==> config.mk <==
export PLATFORM = sky130hd
export DESIGN_NAME = instr_control_unit
export DESIGN_NICKNAME = d
export VERILOG_FILES = /design/src/rtl/cpu_ctrl_pkg.sv /design/src/rtl/reg_sel_decoder.sv /design/src/rtl/instr_control_unit.sv
export SDC_FILE = /design/constraint.sdc
export NUM_CORES = 1
export LEC_CHECK = 0
export CAP_MARGIN = 10
export CORE_MARGIN = 4
export CORE_UTILIZATION = 34
export CTS_CLUSTER_SIZE = 12
export DETAILED_ROUTE_END_ITERATION = 10
export PLACE_DENSITY = 0.78
export SLEW_MARGIN = 15
export SYNTH_ARGS = -nofsm -noshare
export SYNTH_HDL_FRONTEND = slang
export SYNTH_SLANG_ARGS = --single-unit
==> constraint.sdc <==
create_clock -name clk -period 3.2 [get_ports clk]
set_clock_uncertainty 0.1 [all_clocks]
set_input_delay 0.96 -clock clk [delete_from_list [all_inputs] [get_ports clk]]
set_output_delay 0.96 -clock clk [all_outputs]
set_load 0.02 [all_outputs]
==> src/rtl/cpu_ctrl_pkg.sv <==
// Shared definitions for the hardwired control sequencer: opcodes, ALU codes,
// sequencer states, IR field positions and opcode classification helpers.
package cpu_ctrl_pkg;

    localparam int IR_OPC_MSB = 31;
    localparam int IR_OPC_LSB = 27;
    localparam int IR_RA_MSB  = 26;
    localparam int IR_RA_LSB  = 23;
    localparam int IR_RB_MSB  = 22;
    localparam int IR_RB_LSB  = 19;
    localparam int IR_RC_MSB  = 18;
    localparam int IR_RC_LSB  = 15;

    localparam logic [4:0] OP_ADD  = 5'd3;
    localparam logic [4:0] OP_SUB  = 5'd4;
    localparam logic [4:0] OP_SHR  = 5'd5;
    localparam logic [4:0] OP_SHL  = 5'd6;
    localparam logic [4:0] OP_ROR  = 5'd7;
    localparam logic [4:0] OP_ROL  = 5'd8;
    localparam logic [4:0] OP_AND  = 5'd9;
    localparam logic [4:0] OP_OR   = 5'd10;
    localparam logic [4:0] OP_MUL  = 5'd14;
    localparam logic [4:0] OP_DIV  = 5'd15;
    localparam logic [4:0] OP_NEG  = 5'd16;
    localparam logic [4:0] OP_NOT  = 5'd17;
    localparam logic [4:0] OP_NOP  = 5'd24;
    localparam logic [4:0] OP_HALT = 5'd25;

    localparam logic [3:0] ALU_AND = 4'd0;
    localparam logic [3:0] ALU_OR  = 4'd1;
    localparam logic [3:0] ALU_ADD = 4'd2;
    localparam logic [3:0] ALU_SUB = 4'd3;
    localparam logic [3:0] ALU_SHR = 4'd4;
    localparam logic [3:0] ALU_SHL = 4'd5;
    localparam logic [3:0] ALU_ROR = 4'd6;
    localparam logic [3:0] ALU_ROL = 4'd7;
    localparam logic [3:0] ALU_MUL = 4'd8;
    localparam logic [3:0] ALU_DIV = 4'd9;
    localparam logic [3:0] ALU_NEG = 4'd10;
    localparam logic [3:0] ALU_NOT = 4'd11;

    typedef enum logic [3:0] {
        S_RST,
        S_T0,
        S_T1,
        S_T2,
        S_T3,
        S_T4,
        S_T5,
        S_T6,
        S_HALTED
    } state_t;

    function automatic logic isRegReg(input logic [4:0] op);
        return (op >= OP_ADD) && (op <= OP_OR);
    endfunction

    function automatic logic isMulDiv(input logic [4:0] op);
        return (op == OP_MUL) || (op == OP_DIV);
    endfunction

    function automatic logic isNegNot(input logic [4:0] op);
        return (op == OP_NEG) || (op == OP_NOT);
    endfunction

    function automatic logic [3:0] aluFromOpcode(input logic [4:0] op);
        logic [3:0] code;
        case (op)
            OP_AND:  code = ALU_AND;
            OP_OR:   code = ALU_OR;
            OP_ADD:  code = ALU_ADD;
            OP_SUB:  code = ALU_SUB;
            OP_SHR:  code = ALU_SHR;
            OP_SHL:  code = ALU_SHL;
            OP_ROR:  code = ALU_ROR;
            OP_ROL:  code = ALU_ROL;
            OP_MUL:  code = ALU_MUL;
            OP_DIV:  code = ALU_DIV;
            OP_NEG:  code = ALU_NEG;
            OP_NOT:  code = ALU_NOT;
            default: code = ALU_AND;
        endcase
        return code;
    endfunction

endpackage

==> src/rtl/reg_sel_decoder.sv <==
// Turns a 4-bit register number into a one-hot register-file strobe,
// all zeros when not enabled.
module reg_sel_decoder (
    input  logic [3:0]  i_regNum,
    input  logic        i_en,
    output logic [15:0] o_oneHot
);

    always_comb begin
        o_oneHot = '0;
        if (i_en) begin
            o_oneHot[i_regNum] = 1'b1;
        end
    end

endmodule

==> src/rtl/instr_control_unit.sv <==
// Hardwired T-state sequencer driving the datapath control strobes: fetch,
// decode and execute, with a sticky memory-wait timeout flag.
module instr_control_unit
    import cpu_ctrl_pkg::*;
#(
    parameter int T_WAIT_MAX = 15
) (
    input  logic        clk,
    input  logic        reset_n,
    input  logic [31:0] ir,
    input  logic        mem_ready,
    output logic [15:0] gpr_in,
    output logic [15:0] gpr_out,
    output logic        hi_in,
    output logic        lo_in,
    output logic        pc_in,
    output logic        pc_out,
    output logic        inc_pc,
    output logic        ir_in,
    output logic        y_in,
    output logic        z_in,
    output logic        mar_in,
    output logic        mdr_in,
    output logic        read,
    output logic        mdr_out,
    output logic        z_high_out,
    output logic        z_low_out,
    output logic [3:0]  alu_op,
    output logic        run,
    output logic        illegal,
    output logic        mem_timeout
);

    localparam int CNT_W = $clog2(T_WAIT_MAX + 2);
    localparam logic [CNT_W-1:0] WAIT_LIMIT = CNT_W'(T_WAIT_MAX);
    localparam bit TIMEOUT_EN = (T_WAIT_MAX != 0);

    state_t r_state;
    state_t w_nextState;
    logic [CNT_W-1:0] r_waitCnt;
    logic [CNT_W-1:0] w_waitNext;
    logic r_memTimeout;

    logic [4:0] w_opcode;
    logic [3:0] w_ra;
    logic [3:0] w_rb;
    logic [3:0] w_rc;
    logic w_isRegReg;
    logic w_isMulDiv;
    logic w_isNegNot;
    logic w_raEn;
    logic w_rbEn;
    logic w_rcEn;
    logic [15:0] w_raHot;
    logic [15:0] w_rbHot;
    logic [15:0] w_rcHot;
    logic w_unusedIrBits;

    assign w_opcode = ir[IR_OPC_MSB:IR_OPC_LSB];
    assign w_ra = ir[IR_RA_MSB:IR_RA_LSB];
    assign w_rb = ir[IR_RB_MSB:IR_RB_LSB];
    assign w_rc = ir[IR_RC_MSB:IR_RC_LSB];
    assign w_unusedIrBits = ^ir[IR_RC_LSB-1:0];

    assign w_isRegReg = isRegReg(w_opcode);
    assign w_isMulDiv = isMulDiv(w_opcode);
    assign w_isNegNot = isNegNot(w_opcode);

    always_ff @(posedge clk or negedge reset_n) begin
        if (!reset_n) begin
            r_state <= S_RST;
        end else begin
            r_state <= w_nextState;
        end
    end

    // Counts consecutive T1 cycles spent waiting on memory; the flag only
    // reports the condition and never holds up the sequence.
    assign w_waitNext = r_waitCnt + 1'b1;

    always_ff @(posedge clk or negedge reset_n) begin
        if (!reset_n) begin
            r_waitCnt <= '0;
            r_memTimeout <= 1'b0;
        end else if (r_state == S_T1 && !mem_ready) begin
            if (r_waitCnt < WAIT_LIMIT) begin
                r_waitCnt <= w_waitNext;
            end
            if (TIMEOUT_EN && w_waitNext >= WAIT_LIMIT) begin
                r_memTimeout <= 1'b1;
            end
        end else begin
            r_waitCnt <= '0;
        end
    end

    always_comb begin
        w_nextState = r_state;
        case (r_state)
            S_RST: w_nextState = S_T0;
            S_T0:  w_nextState = S_T1;
            S_T1:  w_nextState = mem_ready ? S_T2 : S_T1;
            S_T2:  w_nextState = S_T3;
            S_T3: begin
                if (w_isRegReg || w_isMulDiv) begin
                    w_nextState = S_T4;
                end else if (w_isNegNot) begin
                    w_nextState = S_T5;
                end else if (w_opcode == OP_HALT) begin
                    w_nextState = S_HALTED;
                end else begin
                    w_nextState = S_T0;
                end
            end
            S_T4:     w_nextState = S_T5;
            S_T5:     w_nextState = w_isMulDiv ? S_T6 : S_T0;
            S_T6:     w_nextState = S_T0;
            S_HALTED: w_nextState = S_HALTED;
            default:  w_nextState = S_RST;
        endcase
    end

    // Moore strobe decode; only one bus driver is ever selected per state.
    always_comb begin
        hi_in = 1'b0;
        lo_in = 1'b0;
        pc_in = 1'b0;
        pc_out = 1'b0;
        inc_pc = 1'b0;
        ir_in = 1'b0;
        y_in = 1'b0;
        z_in = 1'b0;
        mar_in = 1'b0;
        mdr_in = 1'b0;
        read = 1'b0;
        mdr_out = 1'b0;
        z_high_out = 1'b0;
        z_low_out = 1'b0;
        alu_op = ALU_AND;
        illegal = 1'b0;
        w_raEn = 1'b0;
        w_rbEn = 1'b0;
        w_rcEn = 1'b0;
        case (r_state)
            S_T0: begin
                pc_out = 1'b1;
                mar_in = 1'b1;
                inc_pc = 1'b1;
                z_in = 1'b1;
                alu_op = ALU_ADD;
            end
            S_T1: begin
                z_low_out = 1'b1;
                pc_in = 1'b1;
                read = 1'b1;
                mdr_in = 1'b1;
            end
            S_T2: begin
                mdr_out = 1'b1;
                ir_in = 1'b1;
            end
            S_T3: begin
                if (w_isRegReg || w_isMulDiv) begin
                    w_rbEn = 1'b1;
                    y_in = 1'b1;
                end else if (w_isNegNot) begin
                    w_rbEn = 1'b1;
                    alu_op = aluFromOpcode(w_opcode);
                    z_in = 1'b1;
                end else if (w_opcode != OP_NOP && w_opcode != OP_HALT) begin
                    illegal = 1'b1;
                end
            end
            S_T4: begin
                w_rcEn = 1'b1;
                alu_op = aluFromOpcode(w_opcode);
                z_in = 1'b1;
            end
            S_T5: begin
                z_low_out = 1'b1;
                if (w_isMulDiv) begin
                    lo_in = 1'b1;
                end else begin
                    w_raEn = 1'b1;
                end
            end
            S_T6: begin
                z_high_out = 1'b1;
                hi_in = 1'b1;
            end
            default: ;
        endcase
    end

    assign run = (r_state != S_RST) && (r_state != S_HALTED);
    assign mem_timeout = r_memTimeout;

    reg_sel_decoder u_raDec (
        .i_regNum (w_ra),
        .i_en     (w_raEn),
        .o_oneHot (w_raHot)
    );

    reg_sel_decoder u_rbDec (
        .i_regNum (w_rb),
        .i_en     (w_rbEn),
        .o_oneHot (w_rbHot)
    );

    reg_sel_decoder u_rcDec (
        .i_regNum (w_rc),
        .i_en     (w_rcEn),
        .o_oneHot (w_rcHot)
    );

    assign gpr_in = w_raHot;
    assign gpr_out = w_rbHot | w_rcHot;

endmodule

# Word-level counts from Yosys, hierarchy flattened
# Memories as Yosys holds them, arrays and structs flattened.
# Cells that the tools add are included.
classes:
  addsub: 1
  eq_ne: 17
  n_reduce_logical: 17
  magnitude_cmp: 10
  muxes: 41
  n_bitwise: 1
op_table:
  columns: ["cell", "count"]
  rows:
  - ["$mux W16", 3]
  - ["$pmux W4 S8", 1]
  - ["$mux W1", 24]
  - ["$mux W4", 5]
  - ["$eq A4 B3 Y1 const B", 4]
  - ["$or A16 B16 Y16", 1]
  - ["$eq A5 B5 Y1 const B", 3]
  - ["$lt A4 B5 Y1 const B", 3]
  - ["$demux W1 S4", 3]
  - ["$ge A4 B1 Y1 const B", 3]
  - ["$pmux W4 S3", 1]
  - ["$eq A5 B4 Y1 const B", 2]
  - ["$mux W5", 2]
  - ["$ne A5 B5 Y1 const B", 2]
  - ["$eq A4 B2 Y1 const B", 2]
  - ["$logic_and A1 B1 Y1", 7]
  - ["$reduce_or A2 Y1", 3]
  - ["$add A5 B1 Y5 const B", 1]
  - ["$ge A5 B2 Y1 const B", 1]
  - ["$ge A5 B4 Y1 const B", 1]
  - ["$le A5 B4 Y1 const B", 1]
  - ["$lt A5 B4 Y1 const B", 1]
  - ["$eq A4 B1 Y1 const B", 1]
  - ["$eq A4 B4 Y1 const B", 1]
  - ["other kinds (9)", 11]
totals:
  n_memories: 2
  in_bits: 35
  ff_bits: 10
  wordCells: 92
  rom_bits: 256
memory_table:
  columns: ["name", "words", "word_bits", "rd", "rd_ports_with_merged_regs", "write_ports", "line_no", "source"]
  rows:
  - ["(name not given)", 32, 4, 1, 0, 0, "cpu_ctrl_pkg.sv:68", "case (op)"]
  - ["(name not given)", 32, 4, 1, 0, 0, "cpu_ctrl_pkg.sv:68", null]

# Longest topological paths before layout
depth:
  ltp_word: 7
  mapped_depth: 6
  ltp_nobuf: 6

# Modules after synthesis
# A second synthesis with hierarchy kept.
hier_totals:
  hier_cells: 206
  hier_area_um2: 1498.9
by_module_without_submodules:
  columns: ["mod", "area_per_inst_um2", "cells_per_inst", "n_inst", "seq_area_each_um2"]
  rows:
  - ["instr_control_unit", 1141.1, 137, 1, 250.2]
  - ["reg_sel_decoder (u_raDec ...)", 120.1, 23, 2, 0.0]
  - ["reg_sel_decoder (u_rcDec)", 117.6, 23, 1, 0.0]

# Least setup slack after synthesis
# Ideal clock, no wire load.
synth_path:
  path_type: "input port to output port"
  from: "in ir[27]"
  to: "out gpr_out[15]"
  t_arrival_ps: 2628
  cell_stages: 6
  path_slack_ps: -488
  n_path_buf: 0
  path_cell_list: "inv_1 > ha_1 > and3b_1 > nor3_1 > o21ai_2 > o32ai_1"
synth_via:
  elab_chain_len: 7
  word_cells_on_any_way: 15
  classes_between: "2 x order compare; 4 x eq/ne; 4 x mux; 1 x bitwise; 4 x reduce/logical"
synth_lines:
  columns: ["element", "line_no", "source"]
  rows:
  - ["start, declared", "instr_control_unit.sv:10", "input logic [31:0] ir,"]
  - ["$ge A5 B2 Y1, or another cell as far along", "cpu_ctrl_pkg.sv:55", "return (op >= OP_ADD) && (op <= OP_OR);"]
  - ["$logic_and A1 B1 Y1, or another cell as far along", "cpu_ctrl_pkg.sv:55", null]
  - ["$logic_or A1 B1 Y1 or $mux W1 (tied branches)", "instr_control_unit.sv:163, instr_control_unit.sv:166", null]
  - ["$mux W1 (*)", "instr_control_unit.sv:163", "if (w_isRegReg || w_isMulDiv) begin"]
  - ["$mux W1 (*)", "instr_control_unit.sv:144", "case (r_state)"]
  - ["$mux W16 (*)", "reg_sel_decoder.sv:11", "if (i_en) begin"]
  - ["$or A16 B16 Y16 (*)", "instr_control_unit.sv:217", "assign gpr_out = w_rbHot | w_rcHot;"]
  - ["end, declared", "instr_control_unit.sv:13", "output logic [15:0] gpr_out,"]
# Every way passes the cells marked *; elsewhere a longest branch is shown, timed or not.

# Worst setup path after layout
# Same ends and word-level chain as after synthesis.

==> results.cfg <==
[detailed_routing]
viasPerCell = 5.47
wire_per_inst_um = 16.7
num_vias = 2012
drt-initial-drc-count = 120
ant_nets = 0
wl_um = 6130
firstDrtPassIters = 4
route.detailed.drc = 0

[clock_network]
cts_tree = done
htreeDepth = 1
cts-buffers-inserted = 3
cts_root_buffer = clkbuf_8
insertion_delay_ns = 0.23
cts.sinks = 10
cts.path.max_buffers = 2
ctsHoldBuffers = 0
path_clk_slew_ns = 0.05

[hold_path]
min_path_type = reg -> reg

[floorplan]
num_rows = 23
coreArea_sq_um = 4060
pin_count = 88
die_x_um = 73.1
start_util_pct = 35.5
die_h_um = 73.1
die_area_sq_um = 5340

[critical_path]
cp.arrival_ns = 2.37
crit_path_start_kind = input port
cp.required_ns = 2.14
worstSetupPathType = in -> out
critPathCaptureType = primary output
critical_path_peak_fanout = 5

[outcome]
status = finished with violations
violations = negative setup slack

[global_route]
track_usage_pct = 20.8
grt_util_met3_pct = 0.413
busiest_layer = met2
antenna_found_initial = 0
gr-usage-met1_pct = 27.6
overflow = 0
grt_pass1_vias = 1905
grt_pass1_wl_um = 8920
use_met2_pct = 37.0
grt_max_degree = 11

[placed_design]
hpwl_um = 4400
portBuffers = 72
place_ws_ns = -1.26
placed_area_sq_um = 2790
gp_congestion = 0.878

[cells_and_area]
final_nets = 361
antenna_cells = 0
fill_cells = 246
final_cell_mix = buf_4 (65), buf_6 (37), clkdlybuf4s50_1 (20), nor2_1 (17), nor2_4 (15)
drive_gt1_share_pct = 56.9
regArea_sq_um = 250
final_area_sq_um = 3160
multi_input_area_sq_um = 1510
area_delta_synth_final_pct = 120
layout_commonest_cell = buf_4

[logic_synthesis]
yosysWarnings = 0
yosysTopAreaCell = dfrtp_1
syn_area_sq_um = 1440
ys_types = 53
synth_edf_count = 0
syn_avg_cell_area_sq_um = 7.24
synth_top_flop_cell = dfrtp_1
syn-num-nets = 241
syn_inst = 199
synthTopCellsByArea = dfrtp_1 (17%), nor2_1 (8.3%), ha_1 (6.1%)
async_flop_share_pct = 100
ys_seq_area_share_pct = 17.4
synth_seq_cells = 10
yosys.area.top_type_share_pct = 17.4

[timing]
slew_headroom_pct = 69.4
setup_ws_ns = -0.225
fmax_ghz = 0.292
fin_crit_ns = 3.43
rsz0062_at_grt = yes
hold_violations = 0
tightest_slew_ns = 0.458
slew_violations = 0
fin_crit_sh_pct = 107
finalSetupViolCount = 38

[power_and_ir_drop]
p_leak_uw = 0.00128
vdd_drop_max_uv = 213
finalPower_uw = 1140
power.density_nw_per_um2 = 360

[flow_run]
maxCapViolCount = 0
[what timing repair did]
action                                  4_1_cts  5_1_grt
resized for setup                           305       25
pin swaps                                    35       17
endpoints found under the setup margin       40       39
setup buffers                                 6        4
[worst max-delay path, stage by stage]
cell and delay, ns:
buf_12 0.10, clkinv_8 0.04, buf_4 0.14, ha_2 0.20, nor2_4 0.15, o22ai_4 0.12, o21ai_4 0.36, o32ai_4 0.13
buf_6 0.15
[logic make-up after synthesis]
kind of cell	synth area share, %
DFF	17.4
xor gates and xnor gates	1.22
AOI/OAI and AO/OA	26.5
and+or+nand+nor	38.1
buffers and inverters	10.8
adders and majority gates	6.08
[Yosys cell counts (4+ instances only)]
library cell	n
a211oi_1	4
buf_2	4
buf_4	7
clkbuf_1	5
dfrtp_1	10
ha_1	7
inv_1	11
nand2_1	12
nand2b_1	11
nor2_1	32
nor3_1	9
o22ai_1	12
o32ai_1	4
or2_2	4
or3_1	9
[metrics by stage]
step                std cells  hold WS (ns)  setup TNS, ns  util [%]
floorplan                 199         0.451         -0.497         -
global placement          357         0.456         -45.89      68.8
detailed placement        357         0.470         -46.96      68.8
CTS                       364         0.477          -4.21      74.9
global route              368         0.510          -7.74      78.0
finish                    368         0.470          -5.30      78.0
[layer usage]
metal / routed length, um / part of all wire, %
met5: 0 / 0
met4: 151 / 2.5
met3: 202 / 3.3
met2: 3220 / 53
met1: 2560 / 42
[sequential cells by signal (all words and copies together), names as in the netlist]
name         flops
r_state          4
r_waitCnt        5
mem_timeout      1
[where the power goes]
group	switching, uW	internal [uW]
clock network	45.1	108
logic	408	388
registers	42.4	149
total	496	644
[worst paths after layout]
path                                   from          end  slack, ns  depth (start not counted)
worst max-delay path                 ir[27]  gpr_out[15]      -0.23                          9
max in group asynchronous           reset_n   r_state[2]       1.74                          1
worst min-delay path            mem_timeout  mem_timeout       0.47                          1
worst max register to register   r_state[0]   r_state[1]       1.41                          5
worst min register to register  mem_timeout  mem_timeout       0.47                          1
min in group asynchronous           reset_n  mem_timeout       0.95                          1
[area by class of cell]
cell class	instances	area share (%)
inverters	11	1.70
well taps	50	1.98
flip-flops and latches	10	7.91
clock buffers	4	1.74
multi-input cells	160	47.7
repair buffers	133	38.9
Power figures use the tool's default switching activity.
==> variant 1: new RTL, same flow settings <==
The 9 states of `state_t` get a one-hot encoding in 9 bits.
--- a/src/rtl/cpu_ctrl_pkg.sv
+++ b/src/rtl/cpu_ctrl_pkg.sv
@@ -39,16 +39,16 @@
     localparam logic [3:0] ALU_NEG = 4'd10;
     localparam logic [3:0] ALU_NOT = 4'd11;
 
-    typedef enum logic [3:0] {
-        S_RST,
-        S_T0,
-        S_T1,
-        S_T2,
-        S_T3,
-        S_T4,
-        S_T5,
-        S_T6,
-        S_HALTED
+    typedef enum logic [8:0] {
+        S_RST    = 9'b000000001,
+        S_T0     = 9'b000000010,
+        S_T1     = 9'b000000100,
+        S_T2     = 9'b000001000,
+        S_T3     = 9'b000010000,
+        S_T4     = 9'b000100000,
+        S_T5     = 9'b001000000,
+        S_T6     = 9'b010000000,
+        S_HALTED = 9'b100000000
     } state_t;
 
     function automatic logic isRegReg(input logic [4:0] op);
Check against the original RTL: same outputs for any inputs over 10 cycles, from zero or initial values and one cycle with reset_n low; not proved beyond that.
==> variant 1 against the original RTL <==
Sequential cell count grew 5; the flow still finishes with violations (setup timing); cell area grew 15%; largest power group unchanged; sequential share of layout area grew 2.5 points; wire length grew 21%; power shrank 7.1%; worst setup slack lost 240 ps; cell count grew 20%; synthesized area grew 23%.
==> variant 1: results (changes against the original RTL) <==
[status]
status = finished with violations
violations = setup timing

[setup_path]
endpoint = gpr_out[7]
critPathLaunch = ir[28]
cp.arrival_ps = 2610  ; +240 ps
ff2ff_path_depth = 6  ; +1

[finish]
num-fill-cells = 364  ; +48%
n_all_inverters = 10  ; -1
final-clk-cell-share_pct = 1.27  ; -0.47 points
seq_cells = 15  ; +5
drive_gt1_share_pct = 53.4  ; -3.6 points
sh_seq_area_pct = 10.4  ; +2.5 points
design_area_um2 = 3630  ; +15%
largest_register_ffs = 9  ; +4
top_register = r_state

[synth]
synthTopCellsByArea = dfrtp_1 (20%), nor2_1 (7.0%), ha_1 (4.9%), nor3_1 (4.2%), nand2b_1 (3.5%)
ys_types = 56  ; +5.7%

[drt]
wl_met2_mm = 3.84  ; +19%
met3_length_um = 338  ; +67%
drtIter0Drc = 116  ; -3.3%
wl_per_cell_um = 16.7  ; +0.50%

[die]
die-area_um2 = 6430  ; +20%

[pwr]
power_mw = 1.06  ; -7.1%
clockPowerShare_pct = 14.7  ; +1.3 points
ir_drop_mv = 0.262  ; +23%

[timing]
slew-limit-headroom_pct = 54.5  ; -15 points
setup_viol = 38  ; unchanged
timing.final.ws_setup_ps = -469  ; -244 ps

[global_route]
grt_use_total_pct = 21.7  ; +0.94 points

[placed_design]
post-place-ws_ps = -1470  ; -214 ps

==> variant 1: cell types whose count changed after synthesis, sizes merged, moves of 4 or more <==
cell and delta:
a21oi +7, a22o +7, dfrtp +4, nand2 +4
nand3 +5, nand4 +4, nor2b +4, nor3 +6
nor3b +4, nor4 +7, nor4b +4, o22ai -12
o41ai +5, or3 -6
==> variant 1: logic make-up (layout without fill, tap and decap cells) <==
kind of cell / after synthesis / count (layout) / synth area share, %
AO/OA/AOI/OAI: 49 / 50 / 22.1
XOR/XNOR: 4 / 4 / 1.98
adder cells (fa/ha/maj): 7 / 7 / 4.95
buffers and inverters: 28 / 166 / 8.27
flip-flops: 15 / 15 / 21.3
multiplexers: 1 / 1 / 0.565
AND/OR/NAND/NOR: 130 / 130 / 40.9
==> variant 1: what timing repair did <==
| action | 4_1_cts | 5_1_grt |
|---|---|---|
| buffers inserted | 7 | 3 |
| gates resized for setup | 297 | 31 |
| cloned | 1 | 0 |
| pin swaps | 30 | 13 |
| endpoints found under the setup margin | 51 | 44 |
==> variant 2: new RTL, same settings <==
Without the edit above. Set the parameter `T_WAIT_MAX` to 30 (it was 15).
--- a/src/rtl/instr_control_unit.sv
+++ b/src/rtl/instr_control_unit.sv
@@ -3,7 +3,7 @@
 module instr_control_unit
     import cpu_ctrl_pkg::*;
 #(
-    parameter int T_WAIT_MAX = 15
+    parameter int T_WAIT_MAX = 30
 ) (
     input  logic        clk,
     input  logic        reset_n,
Function: no difference found for any inputs over 10 cycles, from zero or initial values and one cycle with reset_n low; that may be too few to reach the edited logic, so the function may still have changed.
==> variant 2 against the original RTL <==
Sequential cell count unchanged; clock power increased by 3%; fmax decreased by 3.2%; worst setup slack got worse by 110 ps; power decreased by 2.2%; wire length decreased by 7.1%; cell count decreased by 3.8%; the run still ends with setup timing left; synthesized area increased by 2.3%; highest routed layer unchanged; largest power group unchanged; cell area decreased by 1.1%.
==> variant 2: results (changes against the original RTL) <==
[clocking]
clk_pin_slew_ps = 50  ; about the same
clockBufferDepth = 2  ; unchanged
numCtsBuffers = 3  ; unchanged
post_cts_buffers = 14  ; +8
clock_latency_ps = 240
cts_resized = 263  ; -14%

[setup_path]
max_stage_delay_ps = 420  ; +60 ps
ff2ff_setup_slack_ps = 1420
cpMaxStageDelayCell = o32ai_4
cp_top_family = compound AO/OA/AOI/OAI gates
cp.arrival_ps = 2480  ; +110 ps
timing.rr.end = mem_timeout
crit_path_max_fanout = 4  ; -1
rr_startpoint = r_state[0]
endpoint = gpr_out[0]

[placed_design]
hpwl_mm = 4.10  ; -6.8%
place_congestion = 0.869  ; -1.0%
portBuffers = 72  ; unchanged

[synth]
synth_xor_area_share_pct = 1.78  ; +0.57 points
synthTopCellsByArea = dfrtp_1 (17%), nor2_1 (7.1%), ha_1 (5.9%), nand2b_1 (5.1%), o22ai_1 (5.1%)
synth_commonest_cells = nor2_1 (28), nand2_1 (12), nand2b_1 (12), o22ai_1 (12)
syn_nets = 230  ; -4.6%
synth_compound_area_share_pct = 24.7  ; -1.8 points
ys_types = 52  ; -1.9%
synth_fa_ha_area_share_pct = 5.95  ; -0.13 points
synth_seq_area_share_pct = 17.0  ; -0.38 points
synth_warnings = 0  ; unchanged

[global_route]
grt_pass1_wl_mm = 8.99  ; +0.77%
grt_pass1_vias = 1927  ; +1.2%
antenna_found_initial = 0  ; unchanged
grt_use_total_pct = 20.6  ; -0.16 points

[timing]
setup_tns_ps = -8160  ; -2860 ps
worst_hold_slack_ps = 359  ; -111 ps
timing.final.ws_setup_ps = -338  ; -113 ps
worst_pin_slew_ps = 482  ; +24.6 ps
setup_viol = 36  ; -5.3%

[status]
violations = setup timing
status = finished with violations

[finish]
final_nets = 347  ; -3.9%
n_antenna_cell = 0  ; unchanged
drive_gt1_share_pct = 55.9  ; -1.0 points

[worst_hold_path]
worstHoldPathCells = 2  ; +1
hold_path_end = mem_timeout

[pwr]
ir_drop_mv = 0.481  ; +130%
power.leakage_nw = 1.23  ; -3.9%
comb_power_mw = 0.770  ; -3.3%
power_mw = 1.11  ; -2.2%
p_int_mw = 0.620  ; -3.7%
clockPowerShare_pct = 14.1  ; +0.7 points

[drt]
drtIter0Drc = 60  ; -50%
via_per_inst = 5.35  ; -2.2%
wl_per_cell_um = 16.1  ; -3.5%

variant 2: per-layer routing:
metal  up-vias  share of wire (%)  global-route usage, %
li1        922                  -                      -
met1       900                 43                   26.9
met2        67                 51                   36.3
met3         4                5.1                   3.15
met4         0               0.46                   3.22
met5         -                  0                      0
variant 2: kinds of logic after synthesis:
group                      count (synthesis)
buffers and inverters                     24
and+or+nand+nor                           99
adders and majority gates                  7
AOI/OAI and AO/OA                         45
DFF                                       10
xor gates and xnor gates                   3
variant 2: final cells by class:
type | instances | area [µm²]
clock buffers | 4 | 55.1
fillers | 277 | 960
inverters | 10 | 50.0
multi-input cells | 154 | 1500
flip-flops and latches | 10 | 250
well taps | 50 | 62.6
repair buffers | 126 | 1200
variant 2: per-stage QoR:
stage	instances	instance area (µm²)	setup slack [ps]
final	354	3130	-338
after global routing	354	3130	-407
after CTS	353	2980	-484
after detailed placement	335	2700	-1320
after global placement	335	2700	-1270
after floorplan	188	1730	-93.3
